$ cat config.mk
export PLATFORM = sky130hd
export DESIGN_NAME = pipelined_segment_adder
export DESIGN_NICKNAME = d
export VERILOG_FILES = /design/src/rtl/pipelined_segment_adder.sv
export SDC_FILE = /design/constraint.sdc
export NUM_CORES = 1
export LEC_CHECK = 0
export ABC_AREA = 0
export BUFFER_PORTS_ARGS = -buffer_cell sky130_fd_sc_hd__buf_2
export CAP_MARGIN = 20
export CORE_MARGIN = 2
export CORE_UTILIZATION = 30
export CTS_BUF_LIST = sky130_fd_sc_hd__clkbuf_4 sky130_fd_sc_hd__clkbuf_8
export DETAILED_ROUTE_END_ITERATION = 16
export PLACE_DENSITY = 0.51
export SYNTH_ARGS = -nofsm -noshare
export SYNTH_HDL_FRONTEND = slang
export SYNTH_SLANG_ARGS = --single-unit
$ cat constraint.sdc
create_clock -name clk -period 4.2 [get_ports clk]
set_input_delay 0.21 -clock clk [delete_from_list [all_inputs] [get_ports clk]]
set_output_delay 0.21 -clock clk [all_outputs]
set_load 0.03 [all_outputs]
$ cat src/rtl/pipelined_segment_adder.sv
// Pipelined add/subtract: N bits split into SEGMENTS slices, one slice per stage, carry registered.
// Optional signed-overflow output enabled by PIPELINED_SEGMENT_ADDER_OVERFLOW_EN.
module pipelined_segment_adder #(
  parameter int unsigned N        = 32,
  parameter int unsigned SEGMENTS = 4
) (
  input  logic         clk,
  input  logic         rst_n,
  input  logic         in_valid,
  output logic         in_ready,
  input  logic [N-1:0] a,
  input  logic [N-1:0] b,
  input  logic         carry_in,
  input  logic         sub,
  output logic         out_valid,
  input  logic         out_ready,
  output logic [N-1:0] c,
  output logic         carry_out
`ifdef PIPELINED_SEGMENT_ADDER_OVERFLOW_EN
  ,
  output logic         overflow
`endif
);

  localparam int unsigned W = N / SEGMENTS;

  if (SEGMENTS == 0 || (N % SEGMENTS) != 0) begin : g_param_check
    $error("pipelined_segment_adder: N must be a nonzero multiple of SEGMENTS");
  end

  logic advance;

  // Registered state of every stage, exposed as arrays so stage k can read stage k-1.
  logic [N-1:0]        stage_sum   [SEGMENTS];
  logic [N-1:0]        stage_a     [SEGMENTS];
  logic [N-1:0]        stage_bb    [SEGMENTS];
  logic [SEGMENTS-1:0] stage_carry;
  logic [SEGMENTS-1:0] stage_valid;

  // Global stall: every stage moves only when the output slot is free or being drained.
  assign advance  = !out_valid || out_ready;
  assign in_ready = advance;

  for (genvar k = 0; k < SEGMENTS; k++) begin : g_stage
    logic [N-1:0] src_a;
    logic [N-1:0] src_bb;
    logic [N-1:0] src_sum;
    logic         src_c;
    logic         src_v;
    logic [W:0]   slice;
    logic [N-1:0] sum_d;

    logic [N-1:0] sum_q;
    logic [N-1:0] a_q;
    logic [N-1:0] bb_q;
    logic         carry_q;
    logic         valid_q;

    if (k == 0) begin : g_head
      assign src_a   = a;
      assign src_bb  = b ^ {N{sub}};
      assign src_c   = carry_in ^ sub;
      assign src_sum = '0;
      assign src_v   = in_valid;
    end else begin : g_tail
      assign src_a   = stage_a[k-1];
      assign src_bb  = stage_bb[k-1];
      assign src_c   = stage_carry[k-1];
      assign src_sum = stage_sum[k-1];
      assign src_v   = stage_valid[k-1];
    end

    assign slice = {1'b0, src_a[k*W +: W]} + {1'b0, src_bb[k*W +: W]} + {{W{1'b0}}, src_c};

    always_comb begin
      sum_d            = src_sum;
      sum_d[k*W +: W]  = slice[W-1:0];
    end

    // Data only loads with a valid operand, so c reads 0 until the first real result.
    always_ff @(posedge clk or negedge rst_n) begin
      if (!rst_n) begin
        valid_q <= 1'b0;
        sum_q   <= '0;
        a_q     <= '0;
        bb_q    <= '0;
        carry_q <= 1'b0;
      end else if (advance) begin
        valid_q <= src_v;
        if (src_v) begin
          sum_q   <= sum_d;
          a_q     <= src_a;
          bb_q    <= src_bb;
          carry_q <= slice[W];
        end
      end
    end

    assign stage_sum[k]   = sum_q;
    assign stage_a[k]     = a_q;
    assign stage_bb[k]    = bb_q;
    assign stage_carry[k] = carry_q;
    assign stage_valid[k] = valid_q;

`ifdef PIPELINED_SEGMENT_ADDER_OVERFLOW_EN
    if (k == SEGMENTS - 1) begin : g_ovf
      logic ovf_q;
      logic msb_carry_in;

      // Carry into bit N-1 recovered from the sum bit: s = a ^ bb ^ cin.
      assign msb_carry_in = src_a[N-1] ^ src_bb[N-1] ^ slice[W-1];

      always_ff @(posedge clk or negedge rst_n) begin
        if (!rst_n) begin
          ovf_q <= 1'b0;
        end else if (advance && src_v) begin
          ovf_q <= msb_carry_in ^ slice[W];
        end
      end

      assign overflow = ovf_q;
    end
`endif
  end

  assign out_valid = stage_valid[SEGMENTS-1];
  assign c         = stage_sum[SEGMENTS-1];
  assign carry_out = stage_carry[SEGMENTS-1];

endmodule

==> impl_metrics.env, run 1 <==
export IMPL_p_leak_uw=0.00450
export IMPL_crit_start="out_valid$_DFFE_PN0N_"
export IMPL_drc=0
export IMPL_syn_nets=788
export IMPL_firstDrtPassIters=6
export IMPL_yosysSeqAreaShare_pct=53.3
export IMPL_grt_util_all_layers_pct=13.1
export IMPL_hold_path_depth=3
export IMPL_hold_ws_ns=0.0411
export IMPL_grt_max_degree=121
export IMPL_rsz0062_at_grt="false"
export IMPL_synth_area_leaders="dfrtp_1 (53%), mux2_2 (16%), ha_1 (4.1%), o21ai_0 (3.8%), xnor2_1 (2.6%)"
export IMPL_nets=916
export IMPL_rows=62
export IMPL_synthToLayoutAreaGrowth_pct=18.4
export IMPL_report_final_hold_viol_count=0
export IMPL_ys_ff_latch=184
export IMPL_port_buffer_count=104
export IMPL_status="completed"
export IMPL_hold_path_class="primary input to flop"
export IMPL_finalClockSkew_ns=0.0148
export IMPL_holdPathEnd="g_stage[0].bb_q[25]$_DFFE_PN0P_"
export IMPL_grt_pass1_vias=5773
export IMPL_finalSetupViolCount=0
export IMPL_p_per_area_nw_per_um2=741
export IMPL_tns_ns=0
export IMPL_cp_end_kind="flop"
export IMPL_cts_root_buf="clkbuf_8"
export IMPL_totalWireLength_um=18900
export IMPL_cts_buffer_depth=2
export IMPL_grt_first_pass_wirelength_um=31200
export IMPL_syn_area_um2=8640
export IMPL_drtAntennaViolNets=0
export IMPL_dieArea_um2=30200
export IMPL_start_kind="flop"
export IMPL_ys_warn_count=0
export IMPL_synth_distinct_cells=46
export IMPL_cts_tree="built"
export IMPL_netlist_instances=682
export IMPL_tightestPinTransition_ns=1.08
export IMPL_arrival_ns=3.13
export IMPL_cap_viol_max_count=0
export IMPL_antenna_found_initial=1
export IMPL_async_flop_share_pct=100
export IMPL_start_util_pct=30.3
export IMPL_place_congestion=0.743
export IMPL_peakVddDrop_uv=214
export IMPL_r2r_end="g_stage[1].a_q[19]$_DFFE_PN0P_"
export IMPL_clkLatencyLatePin_ns=0.46
export IMPL_clock_sinks=184
export IMPL_die_w_um=174
export IMPL_finalCritPeriodShare_pct=66.3
export IMPL_synth_top_area_share_pct=53.3
export IMPL_die_h_um=174
export IMPL_layout_drive_gt1_share_pct=34.3
export IMPL_min_period_ns=2.78
export IMPL_yosys_area_top_type="dfrtp_1"
export IMPL_routed_via_count=5558
export IMPL_min_from="b[25]"
export IMPL_design_core_area_um2=28500
export IMPL_antennaDiodeCount=0
export IMPL_fmax_mhz=359
export IMPL_r2r_cells=5
export IMPL_hpwl_um=13100
export IMPL_slew_violations=0
export IMPL_syn_avg_cell_area_um2=12.7
export IMPL_numCtsBuffers=17
export IMPL_crit_fanout=36
export IMPL_total_power_uw=7580
export IMPL_ios=105
export IMPL_r2r_start="out_valid$_DFFE_PN0N_"
export IMPL_worstPathRequired_ns=4.55
export IMPL_vias_per_cell=4.60
export IMPL_overflow=0
export IMPL_r2r_slack_ns=1.42
export IMPL_synth_edf_count=0
export IMPL_ys_flop_type="dfrtp_1"
export IMPL_slew_headroom_pct=28.2
export IMPL_cts_htree_levels=4
export IMPL_avgRoutedWirePerCell_um=15.7
export IMPL_drtIter0Drc=258
export IMPL_path_class="flop to flop"
export IMPL_path_clk_slew_ns=0.10
==> kinds of logic after synthesis <==
kind of cell / after synthesis / synth area share (%)
AO/OA/AOI/OAI: 131 / 9.74
AND/OR/NAND/NOR: 119 / 7.64
multiplexers: 124 / 16.2
flip-flops: 184 / 53.3
XOR/XNOR: 43 / 4.36
adder cells (fa/ha/maj): 36 / 5.91
buffers and inverters: 45 / 2.92
==> per-stage QoR <==
stage | area (µm²) | std cells | util, % | setup WS [ns]
final | 10200 | 1207 | 35.9 | 1.42
after global routing | 10200 | 1207 | 35.9 | 1.20
after CTS | 10200 | 1206 | 35.8 | 1.38
after detailed placement | 9520 | 1145 | 33.3 | 1.39
after global placement | 9520 | 1145 | 33.3 | 1.49
after floorplan | 8640 | 682 | - | 1.80
==> worst max-delay path: stages (launching register included) <==
cell     delay (ns)
dfrtp_1        0.36
nor2b_4        0.52
inv_2          0.31
nand2_2        0.75
buf_4          0.35
mux2_2         0.35
==> power by group <==
group	total (µW)	switching, µW	internal, µW
Sequential	3020	450	2570
Combinational	3330	1750	1580
Clock	1230	679	553
==> synth_stat cells (8+ instances only) <==
master,count
ha_1,28
o21bai_1,10
a211oi_1,10
xor2_1,17
o21ai_0,65
nand2_1,44
nor3_1,10
dfrtp_1,184
nor2_1,13
xnor2_1,26
a21oi_1,8
a21o_1,8
mux2_2,124
nand2b_1,8
inv_1,13
fa_1,8
buf_2,16
nand4b_1,13
==> flip-flops by register name (all words and copies together), names as in the netlist <==
register         cells
g_stage.carry_q      3
g_stage.valid_q      3
out_valid            1
g_stage.sum_q       48
g_stage.bb_q        48
c                   32
carry_out            1
g_stage.a_q         48
==> how the worst max path moves through the flow <==
stage | slack [ns] | endpoint
6_report | 1.42 | g_stage[1].a_q[19]$_DFFE_PN0P_
5_1_grt | 1.20 | g_stage[1].a_q[19]$_DFFE_PN0P_
4_1_cts | 1.38 | g_stage[1].a_q[19]$_DFFE_PN0P_
3_5_place_dp | 1.39 | g_stage[1].a_q[16]$_DFFE_PN0P_
3_3_place_gp | 1.49 | g_stage[1].bb_q[19]$_DFFE_PN0P_
2_1_floorplan | 1.80 | g_stage[0].sum_q[6]$_DFFE_PN0P_
==> layout make-up <==
class / instances / area (µm²)
clock buffers: 18 / 241
inverters: 14 / 52.6
well taps: 384 / 480
multi-input cells: 453 / 3810
repair buffers: 140 / 885
flip-flops and latches: 184 / 4600
fillers: 2912 / 18300
clock inverters: 14 / 165
==> placed cells by master, fill, tap and decap left out, types with 3 or more instances in the layout <==
cell type / count
nand4b_1: 13
nand2_1: 43
nor2b_4: 3
o211ai_1: 4
inv_6: 5
buf_4: 6
dlygate4sd3_1: 29
inv_1: 13
dfrtp_1: 184
nor2_1: 10
or2b_1: 4
fa_1: 8
a21o_1: 8
xnor2_1: 26
o21ai_0: 65
o21bai_1: 10
xor2_1: 17
a21oi_1: 8
o311ai_0: 3
clkbuf_8: 18
mux2_2: 124
o221a_2: 4
nand3_1: 5
ha_1: 28
or4_1: 4
o21a_1: 4
o31a_1: 4
nand2b_1: 8
nor3_1: 10
o311a_1: 5
clkinv_4: 4
or3_1: 3
buf_2: 103
a211oi_1: 10
==> what timing repair did <==
| item | in CTS | in global routing |
|---|---|---|
| hold buffers | 29 | 0 |
| endpoints found under the hold margin | 146 | 0 |
| buffers inserted | 0 | 0 |
| resized for setup | 0 | 0 |
==> per-layer routing <==
| layer | global-route usage [%] | wire (µm) |
|---|---|---|
| met4 | 3.47 | 223 |
| met1 | 17.9 | 9200 |
| met2 | 20.7 | 8770 |
| met3 | 3.20 | 730 |
| met5 | 0 | 12 |
Note: power is estimated with default switching activity, not from simulation.
==> inputs of run 2 (changes only) <==
Settings changed: PLACE_DENSITY 0.51 to 0.52.
Clock period 4.2 ns to 2.31 ns, I/O delays scaled along.
==> run 2 against run 1 <==
Effect of this change: sequential share of layout area shrank 1.5 points; clock-buffer cell count is the same; worst hold slack gained 0.014 ns; global-route usage grew 0.14 points; critical path depth grew 1; final area grew 3.5%; non-clock buffer count grew 35; setup slack lost 1.3 ns; core utilization grew 1.3 points; clock skew shrank 0.0031 ns; register-to-register slack lost 1.3 ns; sequential power grew 81%; critical path type unchanged; highest routed layer is now met4.
==> impl_metrics.env, run 2 (same netlist as run 1, synthesis figures left out) <==
export IMPL_rsz0062_at_grt="false"
export IMPL_grt_pass1_vias=5848
export IMPL_path_cells="fa_1 > fa_1 > a211oi_2 > o21a_1 > nor2_1 > o31a_1"
export IMPL_path_class="flop to flop"
export IMPL_routed_top_layer="met4"
export IMPL_drtAntennaViolNets=0
export IMPL_design_core_area_um2=28500
export IMPL_r2r_start="g_stage[0].a_q[8]$_DFFE_PN0P_"
export IMPL_critPathBufInv=0
export IMPL_seqPwrFrac_pct=39.2
export IMPL_r2r_slack_ns=0.11
export IMPL_hold_path_class="primary input to flop"
export IMPL_fin_cells=1242
export IMPL_p_switching_uw=5310
export IMPL_p_leak_uw=0.00466
export IMPL_nets=951
export IMPL_firstDrtPassIters=5
export IMPL_vias_per_cell=4.60
export IMPL_path_clk_slew_ns=0.10
export IMPL_peakVddDrop_uv=386
export IMPL_drc=0
export IMPL_die_w_um=174
export IMPL_post_place_ws_ns=0.0757
export IMPL_clock_sinks=184
export IMPL_min_period_ns=2.20
export IMPL_place_congestion=0.761
export IMPL_antennaDiodeCount=0
export IMPL_avgRoutedWirePerCell_um=15.4
export IMPL_mostFrequentLayoutCells="dfrtp_1 (184), mux2_2 (124), buf_2 (103)"
export IMPL_layout_drive_gt1_share_pct=34.8
export IMPL_wl_met2_um=8650
export IMPL_dieArea_um2=30200
export IMPL_layout_setup_ws_ns=0.110
export IMPL_cp_slowest_cell="fa_1"
export IMPL_antenna_found_initial=0
export IMPL_fmax_mhz=455
export IMPL_synthToLayoutAreaGrowth_pct=22.6
export IMPL_clkLatencyLatePin_ns=0.48
export IMPL_clockPowerShare_pct=16.1
export IMPL_finalCritPeriodShare_pct=95.2
export IMPL_cap_viol_max_count=0
export IMPL_cp_num_cells=6
export IMPL_drtIter0Drc=283
export IMPL_cpMostUsedCell="fa_1"
export IMPL_hpwl_um=13500
export IMPL_rows=62
export IMPL_top_regs="g_stage.a_q: 48 flops, g_stage.bb_q: 48 flops, g_stage.sum_q: 48 flops"
export IMPL_p_per_area_nw_per_um2=1320
export IMPL_hold_path_depth=3
export IMPL_port_buffer_count=104
export IMPL_report_final_hold_viol_count=0
export IMPL_arrival_ns=2.56
export IMPL_slew_violations=0
export IMPL_endpoint="g_stage[1].carry_q$_DFFE_PN0P_"
export IMPL_dpl_cell_count=1160
export IMPL_cts_root_buf="clkbuf_8"
export IMPL_layout_commonest_cell="dfrtp_1"
export IMPL_power_internal_uw=8700
export IMPL_wl_met1_um=9410
export IMPL_ios=105
export IMPL_crit_start="g_stage[0].a_q[8]$_DFFE_PN0P_"
export IMPL_cts_buffer_depth=2
export IMPL_numCtsBuffers=17
export IMPL_start_kind="flop"
export IMPL_r2r_end="g_stage[1].carry_q$_DFFE_PN0P_"
export IMPL_critPathTopFamily="adder cells"
export IMPL_grt_util_all_layers_pct=13.2
export IMPL_finalClockSkew_ns=0.0117
export IMPL_die_h_um=174
export IMPL_finalSetupViolCount=0
export IMPL_cts_setup_buffers=0
export IMPL_tns_ns=0
export IMPL_tightestPinTransition_ns=0.619
export IMPL_wl_met3_um=579
export IMPL_overflow=0
export IMPL_status="completed"
export IMPL_p_sw_share_pct=37.9
export IMPL_start_util_pct=30.3
export IMPL_cts_htree_levels=4
export IMPL_n_fill_cell=2918
export IMPL_cts_tree="built"
export IMPL_combPwrFrac_pct=44.8
export IMPL_grt_max_degree=73
export IMPL_r2r_cells=6
export IMPL_crit_fanout=3
export IMPL_slew_headroom_pct=58.7
export IMPL_slowest_delay_ns=0.48
export IMPL_routed_via_count=5707
export IMPL_grt_first_pass_wirelength_um=31500
export IMPL_worstPathRequired_ns=2.67
export IMPL_totalWireLength_um=19100
export IMPL_cp_end_kind="flop"
## run 2: changes by cell type in the layout (fill, tap and decap cells not counted), sizes merged
cell | before | now
buf | 110 | 124
clkinv | 4 | 1
clkinvlp | 2 | 4
dlygate4sd3 | 29 | 50
inv | 20 | 21
## run 2: area by class of cell
class | count | area [µm²] | area share [%]
Tap cell | 384 | 480 | 4.53
Timing Repair Buffer | 175 | 1240 | 11.7
Clock inverter | 14 | 161 | 1.52
Clock buffer | 18 | 241 | 2.28
Multi-Input combinational cell | 453 | 3820 | 36.0
Sequential cell | 184 | 4600 | 43.5
Inverter | 14 | 52.6 | 0.496
## run 2: power by group through the flow
stage	registers, µW	clock network (µW)	logic (µW)
3_3_place_gp	5560	0	6170
5_1_grt	5700	2480	6950
6_report	5480	2250	6270
2_1_floorplan	5880	0	4210
3_5_place_dp	5600	0	6220
4_1_cts	5520	2350	6310
## run 2: worst min-delay path: stages
cell and delay (ns):
buf_2 0.10, fa_1 0.15, mux2_2 0.13
## run 2: how the worst min path moves through the flow
stage	start	to	slack, ns
global placement	rst_n	g_stage[1].a_q[20]$_DFFE_PN0P_	0.19
finish	a[0]	g_stage[0].sum_q[0]$_DFFE_PN0P_	0.05
floorplan	rst_n	c[0]$_DFFE_PN0P_	-0.18
CTS	a[0]	g_stage[0].sum_q[0]$_DFFE_PN0P_	0.03
detailed placement	rst_n	c[18]$_DFFE_PN0P_	0.19
global route	a[0]	g_stage[0].sum_q[0]$_DFFE_PN0P_	0.03
## run 2: metal layers
metal	track usage, %	up-vias
met4	4.90	0
met5	0	-
met1	18.5	2803
met3	2.92	28
met2	20.1	94
li1	-	2782
## run 2: timing repair
| action | in CTS | in global routing |
|---|---|---|
| endpoints found under the setup margin | 0 | 4 |
| hold buffers | 50 | 0 |
| gates resized for setup | 0 | 3 |
| hold endpoints to repair | 116 | 0 |
## run 2: through the flow
stage | area [µm²] | util, % | power, µW | hold slack, ns
after floorplan | 8640 | - | 10100 | -0.180
after global placement | 9680 | 33.9 | 11700 | 0.190
after detailed placement | 9680 | 33.9 | 11800 | 0.189
after CTS | 10600 | 37.1 | 14200 | 0.0289
after global routing | 10600 | 37.1 | 15100 | 0.0297
final | 10600 | 37.1 | 14000 | 0.0549
